## src/rtl/adder_arbiter.sv

```systemverilog
// adder_arbiter
//   Shares one 32-bit add/subtract datapath between NREQ requesters.
//   A round-robin arbiter grants one requester while the block is idle;
//   its operands are latched, the sum/difference and flags are computed
//   in one EXEC cycle, and the registered result is held on a
//   valid/ready response channel tagged with the requester index.
//
// Ports
//   clk, rst_n            clock, asynchronous active-low reset
//   req_valid[NREQ]       per-requester request
//   req_sub[NREQ]         1 = a-b, 0 = a+b
//   req_a/req_b[NREQ*32]  operands, requester i at [32i+31:32i]
//   req_ready[NREQ]       one-hot grant (combinational, IDLE only)
//   rsp_valid/rsp_ready   response handshake
//   rsp_id                index of the requester owning the result
//   rsp_sum               result modulo 2^32
//   rsp_carry             carry-out (add) / no-borrow (subtract)
//   rsp_ovf               two's-complement overflow
//   busy                  high while an operation is in flight (EXEC/RESP)
module adder_arbiter #(
    parameter int NREQ = 3,
    parameter int IDW  = 2
) (
    input  logic              clk,
    input  logic              rst_n,
    input  logic [NREQ-1:0]   req_valid,
    input  logic [NREQ-1:0]   req_sub,
    input  logic [NREQ*32-1:0] req_a,
    input  logic [NREQ*32-1:0] req_b,
    output logic [NREQ-1:0]   req_ready,
    output logic              rsp_valid,
    output logic [IDW-1:0]    rsp_id,
    output logic [31:0]       rsp_sum,
    output logic              rsp_carry,
    output logic              rsp_ovf,
    input  logic              rsp_ready,
    output logic              busy
);

    typedef enum logic [1:0] {IDLE, EXEC, RESP} state_t;

    typedef struct packed {
        logic [31:0]    a;
        logic [31:0]    b;
        logic           sub;
        logic [IDW-1:0] id;
    } op_t;

    state_t         state;
    op_t            op;
    logic [IDW-1:0] last;

    // Round-robin pick: scan from last+1 upward with wrap, first hit wins.
    logic           gnt_any;
    logic [IDW-1:0] gnt_idx;

    always_comb begin
        gnt_any = 1'b0;
        gnt_idx = '0;
        if (state == IDLE) begin
            for (int k = 1; k <= NREQ; k++) begin
                if (!gnt_any && req_valid[(int'(last) + k) % NREQ]) begin
                    gnt_any = 1'b1;
                    gnt_idx = IDW'((int'(last) + k) % NREQ);
                end
            end
        end
        req_ready = gnt_any ? (NREQ'(1) << gnt_idx) : '0;
    end

    // Subtract is A + ~B + 1, so carry-out doubles as "no borrow".
    logic [31:0] bop;
    logic [32:0] wsum;
    logic        ovf;

    always_comb begin
        bop  = op.sub ? ~op.b : op.b;
        wsum = {1'b0, op.a} + {1'b0, bop} + {32'b0, op.sub};
        ovf  = (op.a[31] == bop[31]) && (wsum[31] != op.a[31]);
    end

    always_ff @(posedge clk or negedge rst_n) begin
        if (!rst_n) begin
            state     <= IDLE;
            last      <= IDW'(NREQ - 1);
            op        <= '0;
            rsp_valid <= 1'b0;
            rsp_id    <= '0;
            rsp_sum   <= '0;
            rsp_carry <= 1'b0;
            rsp_ovf   <= 1'b0;
            busy      <= 1'b0;
        end else begin
            case (state)
                IDLE: begin
                    // A grant is itself the handshake: req_ready is only
                    // raised for a requester that has req_valid high.
                    if (gnt_any) begin
                        op.a   <= req_a[32*int'(gnt_idx) +: 32];
                        op.b   <= req_b[32*int'(gnt_idx) +: 32];
                        op.sub <= req_sub[gnt_idx];
                        op.id  <= gnt_idx;
                        last   <= gnt_idx;
                        busy   <= 1'b1;
                        state  <= EXEC;
                    end
                end
                EXEC: begin
                    rsp_sum   <= wsum[31:0];
                    rsp_carry <= wsum[32];
                    rsp_ovf   <= ovf;
                    rsp_id    <= op.id;
                    rsp_valid <= 1'b1;
                    state     <= RESP;
                end
                RESP: begin
                    // rsp_* data stays put after the handshake; only
                    // rsp_valid qualifies it.
                    if (rsp_ready) begin
                        rsp_valid <= 1'b0;
                        busy      <= 1'b0;
                        state     <= IDLE;
                    end
                end
                default: state <= IDLE;
            endcase
        end
    end

endmodule
```

## config.mk

```make
export PLATFORM = sky130hd
export DESIGN_NAME = adder_arbiter
export DESIGN_NICKNAME = d
export VERILOG_FILES = /design/src/rtl/adder_arbiter.sv
export SDC_FILE = /design/constraint.sdc
export NUM_CORES = 1
export LEC_CHECK = 0
export ABC_AREA = 1
export CORE_UTILIZATION = 47
export DETAILED_ROUTE_END_ITERATION = 8
export GPL_ROUTABILITY_DRIVEN = 1
export PLACE_DENSITY = 0.82
export SYNTH_ARGS = -nofsm -noshare
export SYNTH_HDL_FRONTEND = slang
export SYNTH_SLANG_ARGS = --single-unit
```

## constraint.sdc

```tcl
create_clock -name clk -period 3 [get_ports clk]
set_clock_uncertainty 0.05 [all_clocks]
set_input_delay 0.75 -clock clk [delete_from_list [all_inputs] [get_ports clk]]
set_output_delay 0.75 -clock clk [all_outputs]
set_load 0.01 [all_outputs]
```

==> impl_metrics.toml, run 1 <==
[detailed_routing]
first_pass_iters = 5
wirelength_um = 26400
remaining_drc_errors = 0
via_count = 8906
viasPerCell = 5.26
wl_per_cell_um = 15.6
ant_nets = 0
first_iter_violations = 602

[cells_and_area]
final_util = 0.654
multi_input_area_mm2 = 0.00468
fin_nets = 1698
n_antenna_cell = 0
drive_gt1_frac = 0.0620
n_fill_cell = 1561
instances_no_fill = 1693
regArea_mm2 = 0.00271
stdcell_area_mm2 = 0.0114
syn2layout_area_growth_pct = 35.8

[synth]
synth_cells = 1236
yosysMostFrequentCell = "nand2_1"
synth_edf_count = 0
ys_seq_elements = 108
synthTopCellsByArea = "dfrtp_1 32%, nand2_1 14%, inv_1 8.3%"
yosysSeqAreaShare = 0.323
yosysWarnings = 0
synthFlopType = "dfrtp_1"
synth_cell_types = 38
syn-num-nets = 1471
synth_area_mm2 = 0.00837
synth_common_cells = "323 x nand2_1, 185 x inv_1, 107 x dfrtp_1"
yosysTopAreaCellShare = 0.320
synthArstFlopShare = 1.00
yosys.area.top_type = "dfrtp_1"
synth.avg_cell_area_um2 = 6.77

[timing]
max_slew.worst_pin.slew_ps = 992
maxSlewViolCount = 0
post-route-min-period_ps = 3090
fin_ws_ps = -91.9
whs_ps = 391
slew_headroom = 0.339
fin_crit_sh = 1.03
fmax_mhz = 323
hold_viol = 0
rsz0062_at_grt = "yes"
setup_viol = 3

[setup_path]
path_max_fanout = 5
crit_chain = "inv_2, ha_4, o211ai_1, nand2_2, nand2_2, nand2_4, nand3_4, inv_4, nor3_4, buf_2"
cpPeakStageDelay_ps = 560
end_kind = "output port"
crit_top_cell = "nand2_2"
cp.required_ps = 2200
critPathSlowestCell = "dfstp_2"
arrival_ps = 2290
cp-start-kind = "register"
critical_path_class = "reg -> out"

[clock_network]
clk_latency_ps = 370
htreeDepth = 3
cts_hold_buffers = 0
root_buffer = "clkbuf_16"
cts.sinks = 108
clock_path_buffers = 2
cts_made_buffers = 9
cts_tree = "done"
clk_pin_slew_ps = 80

[status]
status = "finished, violations left"
violations = "negative setup slack"

[hold_path]
min_path_type = "in -> async"

[grt]
grt_pass1_vias = 8503
grt_pass1_wl_um = 42100
grt_max_degree = 109
grt_overflow = 0
antenna_found_initial = 0
grtUsageTotal = 0.296

[placed_design]
gp_congestion = 0.923
io_buffers = 241
placed_cells = 1672
placed_cell_area_mm2 = 0.0110
hpwl_um = 20300

[floorplan]
dieHeight_um = 135
die-area_mm2 = 0.0183
num_rows = 48
core_mm2 = 0.0174
io_pins = 242
start_util = 0.482
die_w_um = 135

[job]
cap_violations = 0
-- kinds of logic (layout without fill, tap and decap cells) --
logic type,after synthesis,in the layout,share of synthesized area
AOI/OAI and AO/OA,157,157,0.0963
xor gates and xnor gates,44,44,0.0461
adders and majority gates,34,34,0.0518
buffers and inverters,253,485,0.124
DFF,108,108,0.323
and+or+nand+nor,640,640,0.358
-- timing repair --
action | in CTS | in global routing
pin swaps | 7 | 1
buffers inserted | 2 | 3
gates resized for setup | 26 | 8
setup endpoints to repair | 3 | 28
-- critical path, delay by kind of cell, from the launching register on --
kind            cells  cell delay [ps]
buf+inv             3              280
simple gates        5              600
flops               1              560
fa+ha+maj           1              180
compound gates      1              320
-- layout by cell type, fill, tap and decap left out, types with 8 or more instances in the layout --
cell type	n
dfrtp_1	106
nand2_1	322
inv_1	184
clkdlybuf4s50_1	234
ha_1	31
xnor2_1	13
buf_4	30
o21ai_0	72
nand3_1	97
nand3b_1	40
o21ai_1	8
a21oi_1	67
clkbuf_16	9
nand4_1	70
nor2_1	78
xor2_1	31
-- area by class of cell --
type	instances	share of cell area
multi-input cells	875	0.412
flip-flops and latches	108	0.238
repair buffers	274	0.236
inverters	195	0.0651
well taps	225	0.0248
clock buffers	10	0.0202
clock inverters	6	0.00430
-- registers in the layout, indices dropped and copies added (netlist names) --
signal,count
op,67
rsp_sum,32
rsp_id,2
state,2
busy,1
last,1
rsp_carry,1
rsp_ovf,1
rsp_valid,1
-- final timing paths --
kind | endpoint | cells past startpoint | start | slack [ps]
min in group clk | rsp_sum[25]$_DFFE_PN0P_ | 2 | rsp_sum[25]$_DFFE_PN0P_ | 430
max | req_ready[0] | 10 | last[1]$_DFFE_PN1P_ | -90
max in group asynchronous | op[2]$_DFFE_PN0P_ | 2 | rst_n | 2030
max reg2reg | op[53]$_DFFE_PN0P_ | 10 | last[1]$_DFFE_PN1P_ | 70
min | op[48]$_DFFE_PN0P_ | 2 | rst_n | 390
min reg2reg | rsp_sum[25]$_DFFE_PN0P_ | 2 | rsp_sum[25]$_DFFE_PN0P_ | 430
-- per-layer routing --
metal,track usage,vias to the layer above,share of wire
met5,0,-,0
met4,0.114,0,0.033
met2,0.479,343,0.46
met1,0.396,4062,0.45
li1,-,4449,-
met3,0.0471,52,0.064
-- stage by stage --
stage	setup slack (ps)	TNS, ps
2_1_floorplan	179	0
3_3_place_gp	-597	-11770
3_5_place_dp	-690	-20120
4_1_cts	-10.5	-10.5
5_1_grt	-154	-991
6_report	-91.9	-183
Power of run 1 is left out: the tool's default activity adds up to more than one toggle a clock period on the data nets, which glitch-free logic cannot reach.
==> run 2, diff against run 1 <==
--- a/config.mk
+++ b/config.mk
@@ -6,6 +6,7 @@
 export NUM_CORES = 1
 export LEC_CHECK = 0
 export ABC_AREA = 1
+export CORE_ASPECT_RATIO = 0.75
 export CORE_UTILIZATION = 47
 export DETAILED_ROUTE_END_ITERATION = 8
 export GPL_ROUTABILITY_DRIVEN = 1
==> run 2 against run 1 <==
Effect of this change:
- the flow now finishes without violations
- critical path depth grew 2
- non-clock buffer count decreased by 4
- maximum frequency rose by 6.2%
- critical endpoint is now req_ready[1]
==> impl_metrics.toml, run 2 (same netlist as run 1, synthesis figures left out) <==
[status]
status = "finished, final reports clean"

[detailed_routing]
first_iter_violations = 695
viasPerCell = 5.27
ant_nets = 0
via_count = 8959
first_pass_iters = 5
wirelength_um = 26600
wl_per_cell_um = 15.6
remaining_drc_errors = 0

[placed_design]
placed_cells = 1681
hpwl_um = 21100
place_ws_ps = -470
gp_congestion = 0.963
io_buffers = 241

[cells_and_area]
instances_no_fill = 1700
n_antenna_cell = 0
top_regs = "op (67), rsp_sum (32)"
final_util = 0.662
final_cell_mix = "322 x nand2_1, 234 x clkdlybuf4s50_1, 184 x inv_1"
fin_nets = 1694
largest_register_ff_count = 67
final_common_cell = "nand2_1"
top_register = "op"
drive_gt1_frac = 0.0594
n_fill_cell = 1529
syn2layout_area_growth_pct = 35.6

[clock_network]
cts_made_buffers = 9
clock_path_buffers = 2
htreeDepth = 3
cts_hold_buffers = 0
clk_latency_ps = 340
clk_pin_slew_ps = 70
cts.sinks = 108
cts_tree = "done"
root_buffer = "clkbuf_16"

[grt]
antenna_found_initial = 0
grtUsageMet3 = 0.0571
met1_usage = 0.445
gr-usage-met2 = 0.436
grt_overflow = 0
grtUsageTotal = 0.298
busiest_layer = "met1"
grt_pass1_wl_um = 43200
grt_pass1_vias = 8435
grt_max_degree = 105

[timing]
max_slew.worst_pin.slew_ps = 981
tns_ps = 0
hold_viol = 0
fmax_mhz = 344
fin_crit_sh = 0.970
rsz0062_at_grt = "yes"
maxSlewViolCount = 0
fin_ws_ps = 89.1
slew_headroom = 0.346
post-route-min-period_ps = 2910
setup_viol = 0

[floorplan]
dieHeight_um = 118
die-area_mm2 = 0.0183
num_rows = 41
start_util = 0.488
die_w_um = 156
core_mm2 = 0.0171
io_pins = 242

[job]
cap_violations = 0

[setup_path]
path_max_fanout = 5
end_kind = "output port"
critical_path_class = "reg -> out"
cp-start-kind = "register"
cp.required_ps = 2200
worst-r2r-setup-slack_ps = 200
arrival_ps = 2110

[hold_path]
min_path_type = "in -> async"
run 2: cell count changes in the layout (fill, tap and decap cells not counted), moves of 2 or more:
cell | before | now
buf_4 | 30 | 27
nand3_4 | 3 | 5
buf_2 | 1 | 3
buf_6 | 5 | 1
run 2: final timing paths:
check / from / to / depth (start not counted)
min: rst_n / rsp_id[0]$_DFFE_PN0P_ / 1
min reg2reg: rsp_sum[22]$_DFFE_PN0P_ / rsp_sum[22]$_DFFE_PN0P_ / 2
max: op[0]$_DFFE_PN0P_ / req_ready[1] / 12
max reg2reg: last[1]$_DFFE_PN1P_ / op[58]$_DFFE_PN0P_ / 10
min in group clk: rsp_sum[22]$_DFFE_PN0P_ / rsp_sum[22]$_DFFE_PN0P_ / 2
max in group asynchronous: rst_n / op[57]$_DFFE_PN0P_ / 2
run 2: layout make-up:
cell class	instances	area, um^2	share of cell area
Tap cell	236	295	0.0260
Multi-Input combinational cell	875	4690	0.413
Clock inverter	6	47.5	0.00419
Sequential cell	108	2700	0.238
Clock buffer	10	229	0.0202
Inverter	195	739	0.0652
Timing Repair Buffer	270	2640	0.233
run 2: repair_timing:
| action | CTS | global route |
|---|---|---|
| setup endpoints to repair | 3 | 12 |
| gates resized for setup | 21 | 10 |
| setup buffers | 1 | 2 |
| pin swaps | 7 | 10 |
run 2: critical path: stages (launching register included):
cell and delay (ps):
dfrtp_1 370, inv_1 90, ha_4 310, inv_4 60, nand3_2 80, nand3_4 100, nor2_8 160, nand3_2 110
nand2_4 70, nand2_2 50, inv_2 90, buf_4 140, buf_2 130
run 2: through the flow:
| step | instance area (um^2) | hold slack, ps |
|---|---|---|
| 2_1_floorplan | 8370 | 404 |
| 3_3_place_gp | 11000 | 415 |
| 3_5_place_dp | 11000 | 416 |
| 4_1_cts | 11300 | 413 |
| 5_1_grt | 11300 | 433 |
| 6_report | 11300 | 374 |
run 2: per-layer routing:
layer,wire [um],vias up,share of wire
met5,0,-,0
met4,565,0,0.021
met1,12600,4081,0.47
met3,2100,40,0.079
li1,-,4429,-
met2,11300,409,0.43
Power of run 2 is left out for the same reason.
==> run 3, diff against run 2 <==
--- a/config.mk
+++ b/config.mk
@@ -11,6 +11,9 @@
 export DETAILED_ROUTE_END_ITERATION = 8
 export GPL_ROUTABILITY_DRIVEN = 1
 export PLACE_DENSITY = 0.82
+export RECOVER_POWER = 25
+export REMOVE_ABC_BUFFERS = 1
+export SLEW_MARGIN = 20
 export SYNTH_ARGS = -nofsm -noshare
 export SYNTH_HDL_FRONTEND = slang
 export SYNTH_SLANG_ARGS = --single-unit
==> run 3 against run 2 <==
Effect of this change:
- the flow now finishes with violations (max-capacitance violations, max-slew violations)
- cell count up 0.35%
- maximum frequency fell by 1.2%
- via count decreased by 0.29%
- hold slack improved by 60 ps
- critical path depth down 1
- routed wire length is 0.21% lower
- flip-flop and latch count did not move
- core utilization grew 0.35 points
- count of clock-buffer cells in the layout did not move
- critical endpoint unchanged
- highest routed layer unchanged
==> impl_metrics.toml, run 3 (same netlist as run 1, synthesis figures left out) <==
[clock_network]
clk_latency_ps = 370
cts_tree = "done"
htreeDepth = 3
cts_made_buffers = 9
cts_hold_buffers = 0
clock_path_buffers = 2
root_buffer = "clkbuf_16"
clk_pin_slew_ps = 70
cts.sinks = 108

[grt]
grt_pass1_wl_um = 43000
grt_overflow = 0
antenna_found_initial = 0
grt_max_degree = 105
grtUsageTotal = 0.298
grt_pass1_vias = 8188

[setup_path]
reg2reg_depth = 10
arrival_ps = 2150
critPathSlowestCell = "dfstp_2"
cpPeakStageDelay_ps = 560
end_kind = "output port"
cp.required_ps = 2200
path_max_fanout = 4
crit_chain = "ha_4, buf_6, nand3_4, nand3_4, nor2_8, nand3_2, nand2_4, nand2_4, inv_4, buf_12, buf_6"
cp-start-kind = "register"
critical_path_class = "reg -> out"

[detailed_routing]
wirelength_um = 26500
via_count = 8933
viasPerCell = 5.24
ant_nets = 0
first_pass_iters = 5
first_iter_violations = 608
remaining_drc_errors = 0
wl_per_cell_um = 15.6

[placed_design]
hpwl_um = 20600
placed_cells = 1683
io_buffers = 241
gp_congestion = 0.975

[floorplan]
die-area_mm2 = 0.0183
num_rows = 41
io_pins = 242
dieHeight_um = 118
start_util = 0.488
core_mm2 = 0.0171
die_w_um = 156

[cells_and_area]
top_regs = "op (67), rsp_sum (32)"
regArea_mm2 = 0.00271
final_common_cell = "nand2_1"
instances_no_fill = 1706
fin_nets = 1700
n_fill_cell = 1559
n_antenna_cell = 0
top_register = "op"
final_cell_mix = "322 x nand2_1, 234 x clkdlybuf4s50_1, 184 x inv_1"
largest_register_ff_count = 67
syn2layout_area_growth_pct = 36.3
drive_gt1_frac = 0.0633
multi_input_area_mm2 = 0.00468

[timing]
fin_crit_sh = 0.982
whs_ps = 434
setup_viol = 0
tns_ps = 0
maxSlewViolCount = 33
slew_headroom = -0.286
fmax_mhz = 339
rsz0062_at_grt = "yes"
post-route-min-period_ps = 2950
max_slew.worst_pin.slew_ps = 1930
hold_viol = 0

[hold_path]
whs_path_depth = 2
min_path_type = "reg -> reg"

[job]
cap_violations = 1

[status]
status = "finished, violations left"
violations = "max-capacitance violations, max-slew violations"
-- run 3: changes by cell type in the layout (fill, tap and decap cells not counted), sizes merged --
| cell | previous run | this run |
|---|---|---|
| clkbuf | 10 | 11 |
| clkinvlp | 1 | 0 |
| buf | 33 | 38 |
| inv | 196 | 197 |
-- run 3: final cells by class --
type,instances,share of cell area
Clock buffer,10,0.0210
Clock inverter,6,0.00395
Inverter,195,0.0646
Multi-Input combinational cell,875,0.410
Sequential cell,108,0.237
Tap cell,236,0.0259
Timing Repair Buffer,276,0.237
-- run 3: critical path: cells and delay by family (launching register included) --
family	cells	cell delay, ps
adder cells (fa/ha/maj)	1	210
buffers and inverters	4	410
flip-flops	1	560
AND/OR/NAND/NOR	6	610
-- run 3: per-layer routing --
layer / GRT usage / share of wire / up-vias
li1: - / - / 4442
met1: 0.462 / 0.49 / 4101
met2: 0.424 / 0.42 / 355
met3: 0.0464 / 0.066 / 35
met4: 0.0784 / 0.019 / 0
met5: 0 / 0 / -
-- run 3: path summary, 6_finish.rpt --
| check | from | end | slack, ps |
|---|---|---|---|
| worst max-delay path | last[1]$_DFFE_PN1P_ | req_ready[1] | 50 |
| worst min-delay path | rsp_sum[30]$_DFFE_PN0P_ | rsp_sum[30]$_DFFE_PN0P_ | 430 |
| worst max register to register | last[1]$_DFFE_PN1P_ | op[54]$_DFFE_PN0P_ | 210 |
| worst min register to register | rsp_sum[30]$_DFFE_PN0P_ | rsp_sum[30]$_DFFE_PN0P_ | 430 |
| max in group asynchronous | rst_n | op[25]$_DFFE_PN0P_ | 850 |
| min in group asynchronous | rst_n | op[38]$_DFFE_PN0P_ | 860 |
-- run 3: what timing repair did --
action / in CTS / in global routing
buffers inserted: 1 / 6
gates cloned: 0 / 0
pin swaps: 2 / 11
resized for setup: 19 / 15
setup endpoints to repair: 3 / 9
-- run 3: metrics by stage --
stage          setup slack, ps   util  area (um^2)
4_1_cts                  -9.37  0.659        11300
5_1_grt                  -29.1  0.666        11400
3_5_place_dp              -494  0.642        11000
3_3_place_gp              -496  0.642        11000
6_report                  54.2  0.666        11400
2_1_floorplan            -1050      -         8060
Power of run 3 is left out for the same reason.
